===== src/rtl/button_repeat.sv =====
// Turns one debounced button level into press / auto-repeat / release strobes for time setting.
// Optional build macro BUTTON_REPEAT_ACCEL_EN switches to a faster repeat rate after ACCEL_AFTER repeats.
module button_repeat #(
  parameter int unsigned HOLD_TICKS   = 50,
  parameter int unsigned REPEAT_TICKS = 10,
  parameter int unsigned ACCEL_AFTER  = 8,
  parameter int unsigned FAST_TICKS   = 3
) (
  input  logic i_clk,
  input  logic i_reset_n,
  input  logic i_en,
  input  logic i_tick_stb,
  input  logic i_button_state,
  output logic o_press_stb,
  output logic o_repeat_stb,
  output logic o_event_stb,
  output logic o_release_stb,
  output logic o_long_press
);

  localparam int unsigned MAX_HR    = (HOLD_TICKS > REPEAT_TICKS) ? HOLD_TICKS : REPEAT_TICKS;
  localparam int unsigned MAX_TICKS = (MAX_HR > FAST_TICKS) ? MAX_HR : FAST_TICKS;
  localparam int unsigned CNT_W     = $clog2(MAX_TICKS + 1);

  if (HOLD_TICKS < 1 || REPEAT_TICKS < 1 || ACCEL_AFTER < 1 || FAST_TICKS < 1) begin : g_bad_cfg
    $error("button_repeat: all tick/count parameters must be >= 1");
  end

  typedef enum logic [1:0] {
    ST_IDLE   = 2'd0,
    ST_HOLD   = 2'd1,
    ST_REPEAT = 2'd2
  } state_t;

  state_t           state_q, state_d;
  logic [CNT_W-1:0] cnt_q, cnt_d;
  logic [CNT_W-1:0] period_last_c;
  logic             prev_q;
  logic             press_c, repeat_c, release_c;

`ifdef BUTTON_REPEAT_ACCEL_EN
  localparam int unsigned REP_W = $clog2(ACCEL_AFTER + 1);
  logic [REP_W-1:0] rep_q, rep_d;
  logic             rep_sat_c;

  // Period drops to FAST_TICKS once the saturating repeat count reaches ACCEL_AFTER.
  assign rep_sat_c     = (rep_q == REP_W'(ACCEL_AFTER));
  assign period_last_c = rep_sat_c ? CNT_W'(FAST_TICKS - 1) : CNT_W'(REPEAT_TICKS - 1);
`else
  assign period_last_c = CNT_W'(REPEAT_TICKS - 1);
`endif

  // Next-state and strobe decode; release takes priority over a coincident terminal tick.
  always_comb begin
    state_d   = state_q;
    cnt_d     = cnt_q;
    press_c   = 1'b0;
    repeat_c  = 1'b0;
    release_c = 1'b0;
`ifdef BUTTON_REPEAT_ACCEL_EN
    rep_d     = rep_q;
`endif
    case (state_q)
      ST_IDLE: begin
        if (i_button_state && !prev_q) begin
          state_d = ST_HOLD;
          press_c = 1'b1;
          cnt_d   = '0;
        end
      end
      ST_HOLD: begin
        if (!i_button_state) begin
          state_d   = ST_IDLE;
          release_c = 1'b1;
          cnt_d     = '0;
        end else if (i_tick_stb) begin
          if (cnt_q == CNT_W'(HOLD_TICKS - 1)) begin
            state_d  = ST_REPEAT;
            repeat_c = 1'b1;
            cnt_d    = '0;
          end else begin
            cnt_d = cnt_q + CNT_W'(1);
          end
        end
      end
      ST_REPEAT: begin
        if (!i_button_state) begin
          state_d   = ST_IDLE;
          release_c = 1'b1;
          cnt_d     = '0;
`ifdef BUTTON_REPEAT_ACCEL_EN
          rep_d     = '0;
`endif
        end else if (i_tick_stb) begin
          if (cnt_q == period_last_c) begin
            repeat_c = 1'b1;
            cnt_d    = '0;
`ifdef BUTTON_REPEAT_ACCEL_EN
            if (!rep_sat_c) rep_d = rep_q + REP_W'(1);
`endif
          end else begin
            cnt_d = cnt_q + CNT_W'(1);
          end
        end
      end
      default: begin
        state_d = ST_IDLE;
        cnt_d   = '0;
      end
    endcase
  end

  // State and output registers; i_en low freezes state and suppresses strobes.
  always_ff @(posedge i_clk) begin
    if (!i_reset_n) begin
      state_q       <= ST_IDLE;
      cnt_q         <= '0;
      prev_q        <= 1'b0;
      o_press_stb   <= 1'b0;
      o_repeat_stb  <= 1'b0;
      o_event_stb   <= 1'b0;
      o_release_stb <= 1'b0;
      o_long_press  <= 1'b0;
`ifdef BUTTON_REPEAT_ACCEL_EN
      rep_q         <= '0;
`endif
    end else if (i_en) begin
      state_q       <= state_d;
      cnt_q         <= cnt_d;
      prev_q        <= i_button_state;
      o_press_stb   <= press_c;
      o_repeat_stb  <= repeat_c;
      o_event_stb   <= press_c | repeat_c;
      o_release_stb <= release_c;
      o_long_press  <= (state_d == ST_REPEAT);
`ifdef BUTTON_REPEAT_ACCEL_EN
      rep_q         <= rep_d;
`endif
    end else begin
      o_press_stb   <= 1'b0;
      o_repeat_stb  <= 1'b0;
      o_event_stb   <= 1'b0;
      o_release_stb <= 1'b0;
    end
  end

endmodule


===== config.mk =====
export PLATFORM = sky130hd
export DESIGN_NAME = button_repeat
export DESIGN_NICKNAME = d
export VERILOG_FILES = /design/src/rtl/button_repeat.sv
export SDC_FILE = /design/constraint.sdc
export NUM_CORES = 1
export LEC_CHECK = 0
export BUFFER_PORTS_ARGS = -buffer_cell sky130_fd_sc_hd__buf_2
export CORE_MARGIN = 2
export CORE_UTILIZATION = 51
export DETAILED_ROUTE_END_ITERATION = 10
export HOLD_SLACK_MARGIN = 0.12
export PLACE_DENSITY = 0.72
export SLEW_MARGIN = 20
export SYNTH_ARGS = -nofsm -noshare
export SYNTH_HDL_FRONTEND = slang
export SYNTH_SLANG_ARGS = --single-unit

===== constraint.sdc =====
create_clock -name i_clk -period 2.7 [get_ports i_clk]
set_input_delay 0.405 -clock i_clk [delete_from_list [all_inputs] [get_ports i_clk]]
set_output_delay 0.405 -clock i_clk [all_outputs]
set_load 0.02 [all_outputs]

After elaboration in Yosys (flattened, before gate mapping) --
Cells that the tools add are included.
Storage, ports and cells: bits in registers 14, bits in latches 0, memory bits (writable) 0, bits in read-only memories 0, input port bits 5, output and inout port bits 5, memories kept 0
Operators by class: $add $sub $neg 1, multipliers 0, divide/modulo/power cells 0, magnitude comparators 0, equal/unequal tests 8, shift-type cells 0, multiplexer cells 24, bitwise operators 1, reductions and logical operators 7
Operators with widths (count):
- $mux W6 | 7
- $pmux W6 S3 | 1
- $mux W2 | 5
- $mux W1 | 9
- $add A6 B1 Y6 const B | 1
- $eq A6 B4 Y1 const B | 1
- $eq A6 B6 Y1 const B | 1
- $ne A3 B3 Y1 const B | 2
- $pmux W2 S3 | 1
- $eq A2 B2 Y1 const B | 2
- $reduce_and A4 Y1 | 1
- $reduce_and A3 Y1 | 1
- $eq A2 B1 Y1 const B | 1
- $logic_not A2 Y1 | 1
- $ne A2 B2 Y1 const B | 1
- $pmux W1 S2 | 1
- $reduce_and A2 Y1 | 1
- $reduce_or A2 Y1 | 1
- $logic_and A1 B1 Y1 | 1
- $logic_not A1 Y1 | 1
- $or A1 B1 Y1 | 1

Depth between registers and ports, before layout --
Gate-level depths: netlist (run 1).
word-level depth 6, gate-level depth with buffers 7

Least setup slack after synthesis (run 1) --
OpenSTA, ideal clock, no wires.
path kind reg-to-reg, from register state_q[0], to register cnt_q[5], setup time 0.070 ns, arrival time 1.895 ns, data required time 2.630 ns, path slack 0.735 ns, cell stages (with the launch flop) 8, path buffers 0, clock period less this slack 1.965 ns, path through dfxtp_1 inv_1 ha_1 o21ai_1 o221ai_2 or4_1 a211o_1 a21oi_1
Between the ends: longest elaborated chain between the ends 3
RTL lines:
- from (decl) | RTL line 35 | state_t state_q, state_d;
- from (signal assigned) | RTL line 128 | state_q <= state_d;
- $eq A2 B1 Y1 (tied with other cells) | RTL line 63 | case (state_q)
- $ne A3 B3 Y1 (no line) or $ne A2 B2 Y1 (tied branches)
- $reduce_and A4 Y1 (no line)
- to (signal assigned) | RTL line 129 | cnt_q <= cnt_d;
- to (decl) | RTL line 36 | logic [CNT_W-1:0] cnt_q, cnt_d;
Parallel ways exist; a longest one is shown, timed or not. A chain may end at the register's enable or synchronous reset.

Worst setup path after layout (run 1) --
Ends and elaborated chain as after synthesis.

==> results of run 1 <==
==> power groups by stage <==
stage / sequential (W) / clock [W] / combinational, W
after detailed placement: 0.000217 / 0 / 0.0000440
after global routing: 0.000212 / 0.000167 / 0.0000506
after floorplan: 0.000218 / 0 / 0.0000277
after CTS: 0.000212 / 0.000159 / 0.0000446
final: 0.000212 / 0.000157 / 0.0000449
after global placement: 0.000216 / 0 / 0.0000435
==> cells in the mapped netlist <==
library cell	number	area [um^2]
a2111oi_0	3	26.3
a211o_1	1	8.76
a211oi_1	2	15.0
a21oi_1	7	35.0
a221o_1	1	10.0
and2_1	1	6.26
and2b_2	1	8.76
dfxtp_1	14	280
ha_1	6	75.1
inv_1	9	33.8
inv_2	2	7.51
mux2i_1	1	10.0
nand2_1	5	18.8
nand2b_1	5	31.3
nand3_1	3	15.0
nand3b_1	1	7.51
nor2_1	7	26.3
nor2b_1	1	6.26
nor3b_1	1	7.51
nor4_1	2	12.5
o2111a_1	1	11.3
o21a_1	1	7.51
o21ai_0	3	15.0
o21ai_1	4	20.0
o221ai_2	1	15.0
o22ai_1	2	12.5
o311ai_1	1	8.76
o31ai_1	1	7.51
o41ai_2	1	16.3
or2_1	1	6.26
or3_1	1	6.26
or4_1	1	7.51
==> layout make-up <==
class	instances	area share [%]
multi-input combinational	66	51.8
sequential	14	32.0
timing repair buffer	9	5.14
inverter	11	4.71
clock buffer	4	4.14
tap	16	2.28
==> flip-flops by register name, indices dropped and copies added (netlist names) <==
register	count
cnt_q	6
o_event_stb	1
o_long_press	1
o_press_stb	1
o_release_stb	1
o_repeat_stb	1
prev_q	1
state_q	2
==> per-stage QoR <==
stage / hold WS [ps] / utilization (%)
floorplan: 453 / -
global placement: 475 / 57.1
CTS: 368 / 59.6
global route: 383 / 59.6
finish: 361 / 59.6
detailed placement: 484 / 57.1
==> how the worst min path moves through the flow <==
stage,start,endpoint,slack (ps),cells past startpoint
2_1_floorplan,prev_q,prev_q,450,2
3_3_place_gp,prev_q,prev_q,470,2
3_5_place_dp,prev_q,prev_q,480,2
4_1_cts,i_reset_n,state_q[1],370,2
5_1_grt,i_button_state,o_release_stb,380,2
6_report,i_reset_n,state_q[1],360,2
==> cell families after synthesis <==
kind of cell / count (synthesis) / share of synthesized area (%)
flops: 14 / 36.1
simple gates: 30 / 20.6
compound gates: 29 / 26.9
fa+ha+maj: 6 / 9.68
mux: 1 / 1.29
buf+inv: 11 / 5.32
==> metal layers <==
metal	share of wire (%)	GRT usage [%]	vias up
li1	-	-	358
met1	49	26.2	335
met2	46	36.1	15
met3	3.6	3.83	2
met4	0.49	7.27	0
met5	0	0	-
==> critical path: stages (launching register included) <==
cell and delay, ps:
dfxtp_1 370, inv_1 100, ha_1 260, o21ai_1 210, o221ai_2 190, or4_1 530, a211o_1 280, a21oi_1 130
==> impl_metrics.tcl, run 1 <==
set metrics [dict create \
    ant_nets 0 \
    avgViaCountPerCell 5.92 \
    start_util_pct 52.7 \
    seqPwrFrac_pct 51.2 \
    reg2regPathDepth 7 \
    wirelength_mm 1.62 \
    switching_share_pct 25.5 \
    crit_required_ps 2930 \
    reg2reg_to "cnt_q[5]" \
    row_count 14 \
    cts_root_buffer "clkbuf_4" \
    setup_violations 0 \
    hp-class "primary input to flop" \
    cts_setup_buffers 0 \
    cts_tree "built" \
    reg2reg_slack_ps 560 \
    cap_violations 0 \
    grt_first_pass_wirelength_mm 3.04 \
    die_y_um 43 \
    clk_pin_slew_ps 90 \
    leakage_nw 0.332 \
    cts_buffers 3 \
    crit_fanout 8 \
    drt_first_pass_iters 4 \
    power_frac_comb_pct 10.9 \
    hold_viol 0 \
    yosys_warnings 0 \
    ir_worst_vdd_mv 0.226 \
    synth.avg_cell_area_um2 8.52 \
    diodes 0 \
    fp.dieArea_um2 1850 \
    fin_total_pwr_w 0.000414 \
    detail_route.iter0.violations 26 \
    gp_congestion 0.895 \
    cp_data_arrival_time_ps 2370 \
    fin_area_um2 877 \
    antenna_found_initial 0 \
    synthToLayoutAreaGrowth_pct 13.1 \
    ctsHoldBuffers 0 \
    placed_area_um2 841 \
    finalSetupTns_ps 0 \
    synth_nets 102 \
    crit_path_end "cnt_q[5]" \
    routedWlPerCell_um 13.5 \
    netlist_area_um2 776 \
    finalClockSkew_ps 4.15 \
    clock_sinks 14 \
    status "finished, final reports clean" \
    multi_input_area_um2 454 \
    clk-insertion-delay-late_ps 290 \
    track_usage_pct 21.0 \
    grt_overflow_total 0 \
    stdcell_count 120 \
    ff_latch_area_um2 280 \
    min_period_ps 2140 \
    final_layout_size_suffix_gt1_share_pct 17.3 \
    io_buffers 9 \
    worst_slew_pin_slew_ps 475 \
    ys_seq_area_share_pct 36.1 \
    p_int_w 0.000308 \
    worstReg2RegStart "state_q[0]" \
    fillerInstances 139 \
    slew_headroom_pct 68.0 \
    cts_resized 0 \
    cp-startpoint "state_q[0]" \
    die_w_um 43 \
    synthCells 91 \
    cp-end-kind "flop" \
    p_per_area_nw_per_um2 472 \
    clockBufferDepth 2 \
    p_clk_share_pct 38.0 \
    start_kind "flop" \
    synth.distinct_cells 32 \
    ios 10 \
    vias 710 \
    grt_max_degree 9 \
    rsz0062_at_grt "no" \
    crit_type "flop to flop" \
    ys_ff_latch 14 \
    dp_hpwl_mm 1.21 \
    layout_commonest_cell "dfxtp_1" \
    drv_slew 0 \
    layout_common_cells "dfxtp_1, inv_1, buf_2" \
    grt_pass1_vias 718 \
    fin_ws_ps 556 \
    coreArea_um2 1470 \
    pre_cts_slack_ps 593 \
    fin_crit_sh_pct 79.4 \
    net-switching-power_w 0.000106 \
    drcViolationCount 0 \
    cts_max_level 1 \
    nets 116 \
    dpl.cell_count 116 \
    fmax_mhz 466 \
]
Power figures use the tool's default switching activity.
==> run 2: changes to the inputs <==
==> constraint.sdc (replaced) <==
create_clock -name i_clk -period 2.17 [get_ports i_clk]
set_input_delay 0.3255 -clock i_clk [delete_from_list [all_inputs] [get_ports i_clk]]
set_output_delay 0.3255 -clock i_clk [all_outputs]
set_load 0.02 [all_outputs]
==> impl_metrics.tcl, run 2 (synthesis results as in run 1) <==
set metrics [dict create \
    layout_commonest_cell "dfxtp_1" \
    regMostFlops "cnt_q" \
    grt_pass1_vias 647 \
    hold_end "state_q[1]" \
    die_w_um 43 \
    cap_violations 0 \
    power_frac_comb_pct 11.6 \
    cp_slowest_stage_delay_ps 510 \
    worst_slew_pin_slew_ps 526 \
    ios 10 \
    fmax_mhz 493 \
    cts_buffers 3 \
    reg_top3 "cnt_q (6), state_q (2)" \
    cp_data_arrival_time_ps 2250 \
    leakage_nw 0.336 \
    critical-path-slowest-cell "or4_1" \
    cts_max_level 1 \
    crit_type "flop to flop" \
    clockBufferDepth 2 \
    ir_worst_vdd_mv 0.316 \
    fin_area_um2 892 \
    fin_crit_sh_pct 93.5 \
    row_count 14 \
    slew_headroom_pct 64.5 \
    min_period_ps 2030 \
    hp-class "primary input to flop" \
    die_y_um 43 \
    net-switching-power_w 0.000129 \
    start_kind "flop" \
    hold_start "i_reset_n" \
    finalClockSkew_ps 2.19 \
    seqPwrFrac_pct 51.3 \
    setup_violations 0 \
    start_util_pct 52.7 \
    worstReg2RegStart "state_q[1]" \
    status "finished, final reports clean" \
    ctsHoldBuffers 0 \
    cts_root_buffer "clkbuf_4" \
    vias 748 \
    antenna_found_initial 0 \
    clk-insertion-delay-late_ps 280 \
    final_layout_size_suffix_gt1_share_pct 21.0 \
    cp_top_family "compound AO/OA/AOI/OAI gates" \
    ant_nets 0 \
    rsz0062_at_grt "no" \
    reg2regPathDepth 7 \
    layout_common_cells "dfxtp_1, inv_1, buf_2" \
    reg2reg_to "cnt_q[5]" \
    fin_ws_ps 140 \
    largest_reg_flops 6 \
    drv_slew 0 \
    fp.dieArea_um2 1850 \
    routedWlPerCell_um 13.6 \
    crit_required_ps 2390 \
    switching_share_pct 25.0 \
    synthToLayoutAreaGrowth_pct 15.0 \
    path_cells "inv_2, ha_1, o21ai_2, o221ai_2, or4_1, a211o_1, a21oi_1" \
    holdWs_ps 290 \
    whs_path_depth 2 \
    reg2reg_slack_ps 140 \
    dp_hpwl_mm 1.20 \
    grt_max_degree 9 \
    cp_num_buf_inv 1 \
    coreArea_um2 1470 \
    clock_sinks 14 \
    detail_route.iter0.violations 21 \
    pre_cts_slack_ps 122 \
    diodes 0 \
    io_buffers 9 \
    cp-end-kind "flop" \
    placed_area_um2 848 \
    wirelength_mm 1.65 \
    grt_first_pass_wirelength_mm 2.74 \
    track_usage_pct 19.6 \
    p_per_area_nw_per_um2 577 \
    drcViolationCount 0 \
    hold_viol 0 \
    grt_overflow_total 0 \
    drt_first_pass_iters 4 \
    nets 117 \
    finalSetupTns_ps 0 \
    crit_fanout 4 \
    p_clk_share_pct 37.1 \
    cts_tree "built" \
    p_int_w 0.000386 \
    postLayoutCoreUtil_pct 60.6 \
    clk_pin_slew_ps 90 \
    avgViaCountPerCell 6.18 \
    gp_congestion 0.867 \
]
run 2: cell types whose count changed in the layout (fill, tap and decap cells not counted), sizes merged:
cell  previous run  this run
buf              9        10
run 2: what timing repair did:
item                       4_1_cts  5_1_grt
gates resized for setup          0        3
buffers inserted                 0        0
setup endpoints to repair        0        1
run 2: worst reg2reg max path, stage by stage, from the launching register on:
cell and delay (ps):
dfxtp_1 430, inv_2 90, ha_1 240, o21ai_2 170
o221ai_2 120, or4_1 510, a211o_1 280, a21oi_1 130
run 2: how the worst max path moves through the flow:
stage,to,depth (start not counted),startpoint
finish,cnt_q[5],7,state_q[1]
global route,cnt_q[5],7,state_q[1]
CTS,cnt_q[5],7,state_q[0]
detailed placement,cnt_q[5],7,state_q[0]
global placement,cnt_q[5],7,state_q[0]
floorplan,cnt_q[5],7,state_q[0]
run 2: layer usage:
metal  wire length, um  global-route usage (%)  vias up  share of wire, %
li1                  -                       -      361                 -
met1               716                    24.9      346                43
met2               805                    32.7       35                49
met3                89                    2.55        6               5.4
met4                38                    9.09        0               2.3
met5                 0                       0        -                 0
run 2: layout make-up:
| cell class | instances | area, um^2 |
|---|---|---|
| timing repair buffer | 10 | 52.6 |
| tap | 16 | 20.0 |
| inverter | 11 | 41.3 |
| sequential | 14 | 282 |
| multi-input combinational | 66 | 460 |
| fill | 138 | 579 |
| clock buffer | 4 | 36.3 |
run 2: stage by stage:
step | power [W] | cells
after global routing | 0.000534 | 121
after global placement | 0.000326 | 117
after CTS | 0.000518 | 121
after detailed placement | 0.000327 | 117
final | 0.000515 | 121
after floorplan | 0.000306 | 91
run 2: power groups by stage:
stage          Clock, W  Sequential, W  Combinational, W
2_1_floorplan         0       0.000272         0.0000344
6_report       0.000191       0.000264         0.0000598
3_3_place_gp          0       0.000269         0.0000571
4_1_cts        0.000196       0.000264         0.0000576
3_5_place_dp          0       0.000270         0.0000571
5_1_grt        0.000203       0.000265         0.0000657
